File: src/rtl/jt49_bus_mc_if.sv
// CPU-side PSG pins plus the fan-out bus towards NCH jt49 cores.
interface jt49_bus_mc_if #(
    parameter int NCH = 2
);
    logic             bdir;
    logic             bc2;
    logic             bc1;
    logic [7:0]       din;
    logic [7:0]       dout;
    logic [8*NCH-1:0] core_rdata;
    logic [3:0]       core_addr;
    logic [7:0]       core_din;
    logic [NCH-1:0]   core_cs_n;
    logic             core_wr_n;
    logic [1:0]       chip_sel;
    logic             busy;
    logic             ovf;

    modport master (
        output bdir, bc2, bc1, din, core_rdata,
        input  dout, core_addr, core_din, core_cs_n, core_wr_n, chip_sel, busy, ovf
    );

    modport slave (
        input  bdir, bc2, bc1, din, core_rdata,
        output dout, core_addr, core_din, core_cs_n, core_wr_n, chip_sel, busy, ovf
    );
endinterface

File: src/rtl/jt49_bus_mc.sv
// Multi-chip PSG bus front end: BDIR/BC2/BC1 decode, chip select and a write FIFO feeding NCH jt49 cores.
// Core write strobe lands 3 clk after the WRITE pins are sampled; the CPU never stalls, writes into a full FIFO are dropped and flagged.
module jt49_bus_mc #(
    parameter int         NCH     = 2,
    parameter logic [3:0] ADDR_HI = 4'h0,
    parameter int         FDEPTH  = 4
) (
    input logic          clk,
    input logic          rst,
    jt49_bus_mc_if.slave bus
);
    localparam int AW = $clog2(FDEPTH);
    localparam logic [2:0] P_READ  = 3'b011;
    localparam logic [2:0] P_WRITE = 3'b110;

    typedef enum logic [1:0] {ST_IDLE, ST_STROBE, ST_GAP} state_t;

    typedef struct packed {
        logic [1:0] sel;
        logic [3:0] addr;
        logic [7:0] dat;
    } wr_ent_t;

    logic [2:0]     s1, s2;
    logic [7:0]     d1;
    logic [3:0]     addr_lat;
    logic           addr_ok;
    logic [1:0]     chip_sel;
    logic [1:0]     cand;
    logic           act, is_latch;
    wr_ent_t        fifo_mem [FDEPTH];
    logic [AW:0]    wr_ptr, rd_ptr;
    logic           full, empty, push_req, push, pop;
    state_t         state, state_nx;
    wr_ent_t        ent;
    logic           busy, rd_cond, rd_q, ovf;
    logic [7:0]     rsel;
    logic [7:0]     dout;
    logic [3:0]     core_addr;
    logic [7:0]     core_din;
    logic [NCH-1:0] core_cs_n;
    logic           core_wr_n;

    function automatic logic [NCH-1:0] sel_mask(input logic [1:0] sel);
        logic [NCH-1:0] m;
        m = '1;
        for (int k = 0; k < NCH; k++)
            if (sel == 2'(k)) m[k] = 1'b0;
        return m;
    endfunction

    // Two-stage pin sampling; an action fires only on the cycle the decoded pins change.
    always_ff @(posedge clk or posedge rst) begin
        if (rst) begin
            s1 <= 3'b000;
            s2 <= 3'b000;
            d1 <= 8'h00;
        end else begin
            s1 <= {bus.bdir, bus.bc2, bus.bc1};
            s2 <= s1;
            d1 <= bus.din;
        end
    end

    assign act      = (s1 != s2);
    assign is_latch = (s1 == 3'b001) || (s1 == 3'b100) || (s1 == 3'b111);
    assign cand     = ~d1[1:0];

    always_ff @(posedge clk or posedge rst) begin
        if (rst) begin
            addr_lat <= 4'h0;
            addr_ok  <= 1'b1;
            chip_sel <= 2'd0;
        end else if (act && is_latch) begin
            if (d1[7:4] == ADDR_HI) begin
                addr_lat <= d1[3:0];
                addr_ok  <= 1'b1;
            end else if (d1[7:2] == 6'h3F && NCH > 1) begin
                if (int'(cand) < NCH) begin
                    chip_sel <= cand;
                    addr_ok  <= 1'b0;
                end
            end else begin
                addr_ok <= 1'b0;
            end
        end
    end

    // Pointers carry one extra wrap bit so full and empty are distinguishable.
    assign empty    = (wr_ptr == rd_ptr);
    assign full     = (wr_ptr[AW] != rd_ptr[AW]) && (wr_ptr[AW-1:0] == rd_ptr[AW-1:0]);
    assign push_req = act && (s1 == P_WRITE) && addr_ok;
    assign push     = push_req && !full;
    assign pop      = (state == ST_IDLE) && !empty;

    always_ff @(posedge clk or posedge rst) begin
        if (rst) begin
            wr_ptr <= '0;
            rd_ptr <= '0;
            ovf    <= 1'b0;
        end else begin
            if (push)            wr_ptr <= wr_ptr + (AW+1)'(1);
            if (pop)             rd_ptr <= rd_ptr + (AW+1)'(1);
            if (push_req && full) ovf   <= 1'b1;
        end
    end

    always_ff @(posedge clk) begin
        if (push) fifo_mem[wr_ptr[AW-1:0]] <= {chip_sel, addr_lat, d1};
    end

    always_ff @(posedge clk or posedge rst) begin
        if (rst) begin
            state <= ST_IDLE;
            ent   <= '0;
        end else begin
            state <= state_nx;
            if (pop) ent <= fifo_mem[rd_ptr[AW-1:0]];
        end
    end

    always_comb begin
        state_nx = state;
        case (state)
            ST_IDLE:   if (!empty) state_nx = ST_STROBE;
            ST_STROBE: state_nx = ST_GAP;
            ST_GAP:    state_nx = ST_IDLE;
            default:   state_nx = ST_IDLE;
        endcase
    end

    assign busy    = !empty || (state != ST_IDLE);
    assign rd_cond = (s1 == P_READ) && addr_ok && !busy;

    always_comb begin
        rsel = 8'hFF;
        for (int k = 0; k < NCH; k++)
            if (chip_sel == 2'(k)) rsel = core_rdata_slice(k);
    end

    function automatic logic [7:0] core_rdata_slice(input int k);
        return bus.core_rdata[8*k +: 8];
    endfunction

    // Core-side pins are registered from the FSM state, so they trail the state by one clock.
    always_ff @(posedge clk or posedge rst) begin
        if (rst) begin
            core_addr <= 4'h0;
            core_din  <= 8'h00;
            core_cs_n <= '1;
            core_wr_n <= 1'b1;
            rd_q      <= 1'b0;
            dout      <= 8'hFF;
        end else begin
            rd_q <= 1'b0;
            case (state)
                ST_STROBE: begin
                    core_cs_n <= sel_mask(ent.sel);
                    core_wr_n <= 1'b0;
                    core_addr <= ent.addr;
                    core_din  <= ent.dat;
                end
                ST_GAP: begin
                    core_cs_n <= '1;
                    core_wr_n <= 1'b1;
                end
                default: begin
                    core_cs_n <= rd_cond ? sel_mask(chip_sel) : '1;
                    core_wr_n <= 1'b1;
                    rd_q      <= rd_cond;
                    if (empty) core_addr <= addr_lat;
                end
            endcase
            // Read data is taken only once the core has seen its select for a full clock.
            if (s1 != P_READ) dout <= 8'hFF;
            else if (rd_q)    dout <= rsel;
        end
    end

    assign bus.dout      = dout;
    assign bus.core_addr = core_addr;
    assign bus.core_din  = core_din;
    assign bus.core_cs_n = core_cs_n;
    assign bus.core_wr_n = core_wr_n;
    assign bus.chip_sel  = chip_sel;
    assign bus.busy      = busy;
    assign bus.ovf       = ovf;
endmodule

File: src/flat_wrapper.sv
// flat-port wrapper written by rule: the top's interface ports become plain ports
module jt49_bus_mc_flat 
#(
    parameter int         NCH     = 2,
    parameter logic [3:0] ADDR_HI = 4'h0,
    parameter int         FDEPTH  = 4
)
  (clk, rst, bus_bdir, bus_bc2, bus_bc1, bus_din, bus_core_rdata, bus_dout, bus_core_addr, bus_core_din, bus_core_cs_n, bus_core_wr_n, bus_chip_sel, bus_busy, bus_ovf);
  jt49_bus_mc_if #(.NCH(NCH)) bus_i ();
  input logic clk;
  input logic rst;
  input wire logic [$bits(bus_i.bdir)-1:0] bus_bdir;
  input wire logic [$bits(bus_i.bc2)-1:0] bus_bc2;
  input wire logic [$bits(bus_i.bc1)-1:0] bus_bc1;
  input wire logic [$bits(bus_i.din)-1:0] bus_din;
  input wire logic [$bits(bus_i.core_rdata)-1:0] bus_core_rdata;
  output wire logic [$bits(bus_i.dout)-1:0] bus_dout;
  output wire logic [$bits(bus_i.core_addr)-1:0] bus_core_addr;
  output wire logic [$bits(bus_i.core_din)-1:0] bus_core_din;
  output wire logic [$bits(bus_i.core_cs_n)-1:0] bus_core_cs_n;
  output wire logic [$bits(bus_i.core_wr_n)-1:0] bus_core_wr_n;
  output wire logic [$bits(bus_i.chip_sel)-1:0] bus_chip_sel;
  output wire logic [$bits(bus_i.busy)-1:0] bus_busy;
  output wire logic [$bits(bus_i.ovf)-1:0] bus_ovf;
  assign bus_i.bdir = bus_bdir;
  assign bus_i.bc2 = bus_bc2;
  assign bus_i.bc1 = bus_bc1;
  assign bus_i.din = bus_din;
  assign bus_i.core_rdata = bus_core_rdata;
  assign bus_dout = bus_i.dout;
  assign bus_core_addr = bus_i.core_addr;
  assign bus_core_din = bus_i.core_din;
  assign bus_core_cs_n = bus_i.core_cs_n;
  assign bus_core_wr_n = bus_i.core_wr_n;
  assign bus_chip_sel = bus_i.chip_sel;
  assign bus_busy = bus_i.busy;
  assign bus_ovf = bus_i.ovf;
  jt49_bus_mc #(.NCH(NCH), .ADDR_HI(ADDR_HI), .FDEPTH(FDEPTH)) u_core (.clk(clk), .rst(rst), .bus(bus_i));
endmodule
File: config.mk
export PLATFORM = sky130hd
export DESIGN_NAME = jt49_bus_mc_flat
export DESIGN_NICKNAME = d
export VERILOG_FILES = /design/src/rtl/jt49_bus_mc_if.sv /design/src/rtl/jt49_bus_mc.sv /design/src/flat_wrapper.sv
export SDC_FILE = /design/constraint.sdc
export NUM_CORES = 1
export LEC_CHECK = 0
export ABC_CLOCK_PERIOD_IN_PS = 2500
export BUFFER_PORTS_ARGS = -buffer_cell sky130_fd_sc_hd__buf_4
export CAP_MARGIN = 20
export CORE_MARGIN = 10
export CORE_UTILIZATION = 30
export DETAILED_ROUTE_END_ITERATION = 12
export GPL_TIMING_DRIVEN = 0
export MAX_ROUTING_LAYER = met4
export SLEW_MARGIN = 20
export SYNTH_ARGS = -nofsm -noshare
export SYNTH_HDL_FRONTEND = slang
export SYNTH_SLANG_ARGS = --single-unit
File: constraint.sdc
create_clock -name clk -period 2.5 [get_ports clk]
set_input_delay 0.75 -clock clk [delete_from_list [all_inputs] [get_ports clk]]
set_output_delay 0.75 -clock clk [all_outputs]
set_load 0.05 [all_outputs]
### Word-level counts from Yosys, hierarchy flattened

Memories as Yosys holds them, arrays and structs flattened. A register that Yosys moved wholly into a read port is not among the register bits.
Cells that the tools add are included.

* register bits after elaboration: 54
* bits of input ports: 29
* output and inout bits: 27
* memories kept: 1
* memory bits (writable): 56
* logic and storage cells: 88

Memories
* u_core.fifo_mem: depth 4, bits a word 14, read ports 1, clocked after memory_dff 1, write ports 1, RTL line jt49_bus_mc.sv:31 `wr_ent_t fifo_mem [FDEPTH];`

* equality and inequality tests: 17
* $lt $le $gt $ge: 1
* bitwise gates (word level): 3
* multiplexer cells: 21
* add/subtract/negate cells: 2
* reduce and logical (&&, ||, !) cells: 27

Operator list (count)
* $mux W8: 4
* $mux W1: 11
* $eq A3 B3 Y1 const B: 3
* $logic_and A1 B1 Y1: 9
* $pmux W2 S2: 2
* $pmux W4 S2: 1
* $add A3 B1 Y3 const B: 2
* $eq A2 B1 Y1 const B: 3
* $eq A6 B6 Y1 const B: 1
* $logic_not A2 Y1: 3
* $ne A3 B2 Y1 const B: 2
* $reduce_and A2 Y1: 3
* $reduce_bool A2 Y1: 3
* $logic_not A4 Y1: 1
* $mux W2: 2
* $mux W4: 1
* $reduce_and A4 Y1: 1
* $eq A3 B1 Y1 const B: 1
* $eq A3 B2 Y1 const B: 1
* $eq A3 B3 Y1: 1
* $logic_not A1 Y1: 3
* $logic_or A1 B1 Y1: 3
* $ne A3 B3 Y1: 1
* $eq A2 B2 Y1: 1
* other kinds (7): 8

### Logic depth before layout (Yosys ltp)

* depth in word-level cells: 7
* depth in mapped cells: 8
* mapped depth without buffers: 6

### Least setup slack after synthesis

No wires, ideal clock.

* path type: register to output
* start: reg u_core.rd_ptr[1]
* end: out bus_busy
* slack: 0.403 ns
* cell stages (with the launch flop): 4
* buffers on the path: 1
* data arrival time: 1.347 ns
* cell sequence: dfrtp_1 > buf_4 > xnor2_2 > nand4_1

* longest elaborated chain between the ends: 3

Ends and longest elaborated chain
* start, declared: RTL line jt49_bus_mc.sv:32 `logic [AW:0] wr_ptr, rd_ptr;`
* start signal, assigned: RTL line jt49_bus_mc.sv:103 `if (pop) rd_ptr <= rd_ptr + (AW+1)'(1);`
* $eq A3 B3 Y1: RTL line jt49_bus_mc.sv:90 `assign empty = (wr_ptr == rd_ptr);`
* $logic_not A1 Y1: RTL line jt49_bus_mc.sv:132 `assign busy = !empty || (state != ST_IDLE);`
* $logic_or A1 B1 Y1: RTL line jt49_bus_mc.sv:132
* end, declared: RTL line flat_wrapper.sv:23 `output wire logic [$bits(bus_i.busy)-1:0] bus_busy;`

Every way passes these cells.

### Final worst setup path

Ends and elaborated chain as after synthesis.

==> impl_metrics.ini <==
[finish]
area_delta_synth_final_pct = 27.03
instances_no_fill = 604
layout_commonest_cell = buf_4
layout-drive-gt1-share_pct = 42.19
layout.nets = 409
diodes = 0
mostFrequentLayoutCells = buf_4, dfrtp_1, edfxtp_1, mux2_2, clkbuf_16

[global_routing]
gr-total-overflow = 0
first_global_vias = 2935
antenna_found_initial = 0
grt_pass1_wl_um = 16480
gr-usage-all-layers_pct = 10.12
grt_max_degree = 36

[drt]
vias_per_cell = 4.546
routed_wl_um = 10260
wl_met1_um = 4745
num_vias = 2746
met3_length_um = 557
first_iter_violations = 148
dr.pass1.iters = 4
antenna_left = 0
post_drt_wl_per_cell_um = 16.99
drc = 0
topRoutingLayerUsed = met4
wl_met2_um = 4884

[sta]
finalHoldWorstSlack_ns = 0.3645
slew-limit-headroom_pct = 45.03
fmax_mhz = 414.2
maxSlewViolCount = 0
hold_violations = 0
period_needed_ns = 2.414
setup_viol = 0
fin_crit_sh_pct = 96.56
worst_slew_pin_slew_ns = 0.8245
finClkSkew_ns = 0.009004

[power_and_ir_drop]
p_per_area_nw_per_um2 = 1218
p_leak_nw = 2.482
irDropWorstVdd_mv = 0.5850

[synthesis]
synth_seq_area_share_pct = 68.16
synth_top_family_by_area = multiplexers
netlist_instances = 294
synth_xor_area_share_pct = 2.233
synth_top_flop_cell = edfxtp_1
async_flop_share_pct = 54.84
yosys_warnings = 0
syn_area_um2 = 4986
synth-compound-area-share_pct = 4.366
synth_simple_gate_area_share_pct = 5.295
syn_area_per_cell_um2 = 16.96
yosysUniqueCellTypes = 48
synth_fa_ha_area_share_pct = 2.258
synth_nets = 332
synth.area.mux_share_pct = 15.33
ys_ff_latch = 124
synth_edf_count = 56

[worst_setup_path]
crit_path_end_kind = primary output
crit_path_max_fanout = 7
path_class = flop to primary output
crit_chain = buf_4 > xnor2_4 > nand4_1 > buf_4
required_ns = 1.75
ff2ff_setup_slack_ns = 0.22
critPathMostFrequentCell = buf_4
worstSetupStartpointType = flop
critical-path-max-stage-delay_ns = 0.38
cp_top_family = buffers and inverters
path_buf_inv = 2
critical_path_arrival_ns = 1.66
cpMaxStageDelayCell = dfrtp_1

[die]
fp.coreArea_um2 = 16470
io_pins = 56
core.rowCount = 47
die_h_um = 148.9
start_util_pct = 30.28
die-area_um2 = 22180
die_width_um = 148.9

[cts]
cts_tree = built
path_clk_slew_ns = 0.06
cts.sinks = 124
clockBufferDepth = 2
htree_levels = 4
clock-root-buffer = clkbuf_16
insertion_delay_ns = 0.41
holdBufCountCts = 0
cts_buffers = 17

[place]
dp.cells = 570
port_buffers = 55
hpwlAfterDp_um = 7228
gp_congestion = 0.7416

[run]
drv_cap = 0

[outcome]
status = complete, no violations

[worst_hold_path]
hp-class = input port to async pin
## through the flow
| stage | area [um^2] | setup TNS [ns] | power, mW | utilization, % | setup WS, ns |
|---|---|---|---|---|---|
| global route | 6334 | -0.01109 | 8.137 | 38.46 | -0.01109 |
| detailed placement | 5697 | 0 | 5.285 | 34.60 | 0.08827 |
| finish | 6334 | 0 | 7.712 | 38.46 | 0.08594 |
| floorplan | 4986 | 0 | 4.623 | - | 0.05835 |
| global placement | 5674 | -52.65 | 5.206 | 34.46 | -0.8963 |
| CTS | 6315 | 0 | 7.801 | 38.35 | 0.0004957 |
## synthesized netlist by cell type, types with 2 or more instances
master	n	area share, %
o21ai_0	5	0.50
mux2_2	27	6.1
nand3_1	3	0.30
a32oi_1	2	0.35
nand4_1	3	0.38
or2_2	2	0.25
nand2b_1	2	0.25
ha_1	9	2.3
clkbuf_1	5	0.38
xor2_1	3	0.53
nor4b_1	2	0.35
buf_4	2	0.30
edfxtp_1	56	34
nand2_1	13	0.98
dfrtp_1	56	28
inv_1	11	0.83
and3_1	5	0.63
a31oi_1	2	0.25
o22ai_1	16	2.0
dfstp_2	12	6.3
nor2_1	2	0.15
mux2_4	8	2.4
buf_6	2	0.45
a21oi_1	4	0.40
mux4_2	13	5.9
xnor2_2	2	0.65
xnor2_1	6	1.1
## kinds of logic (layout without fill, tap and decap cells)
family	after synthesis	after routing
adders and majority gates	9	9
muxes	51	51
xor gates and xnor gates	11	11
and+or+nand+nor	44	44
AOI/OAI and AO/OA	34	34
buffers and inverters	21	111
DFF	124	124
## repair_timing
item / 4_1_cts / 5_1_grt
pin swaps: 1 / 1
setup endpoints to repair: 1 / 1
resized for setup: 1 / 1
setup buffers: 1 / 1
## flip-flops by register name, summed over array words and instances, names as in the netlist, 3 cells and up
name and cells:
u_core.bus.core_addr 4, u_core.fifo_mem 56, u_core.ent 14, u_core.bus.core_din 8, u_core.d1 8, u_core.s2 3, u_core.rd_ptr 3, u_core.bus.dout 8
u_core.addr_lat 4, u_core.s1 3, u_core.wr_ptr 3
## per-layer routing
metal | track usage, % | vias up
met5 | - | -
met4 | 3.386 | 0
met3 | 3.944 | 9
met2 | 14.52 | 59
met1 | 12.80 | 1398
li1 | - | 1280
## where the power goes
| group | switching [mW] | internal, mW |
|---|---|---|
| combinational | 1.32 | 1.17 |
| sequential | 0.248 | 2.52 |
| clock | 0.887 | 1.56 |
| total | 2.46 | 5.25 |
## cell type report
cell class                 instances  area, um^2
tap                              220       275.3
clock inverter                    15       173.9
buffer                            10       76.32
timing repair buffer              58       447.9
inverter                          11       43.79
multi-input combinational        149        1493
clock buffer                      17       425.4
fill                            1558       10130
sequential                       124        3398
## final timing paths
path | cells past startpoint | endpoint | from
max reg2reg | 3 | u_core.fifo_mem[3][3]$_DFFE_PP_ | u_core.addr_ok$_DFFE_PP1P_
max in group asynchronous | 3 | u_core.bus.core_wr_n$_DFF_PP1_ | rst
min reg2reg | 1 | u_core.bus.ovf$_DFFE_PP0P_ | u_core.bus.ovf$_DFFE_PP0P_
min | 2 | u_core.bus.core_din[1]$_DFFE_PP0P_ | rst
min in group clk | 1 | u_core.s1[2]$_DFF_PP0_ | bus_bdir
max | 4 | bus_busy | u_core.rd_ptr[1]$_DFFE_PP0P_
(Power assumes the default switching activity.)
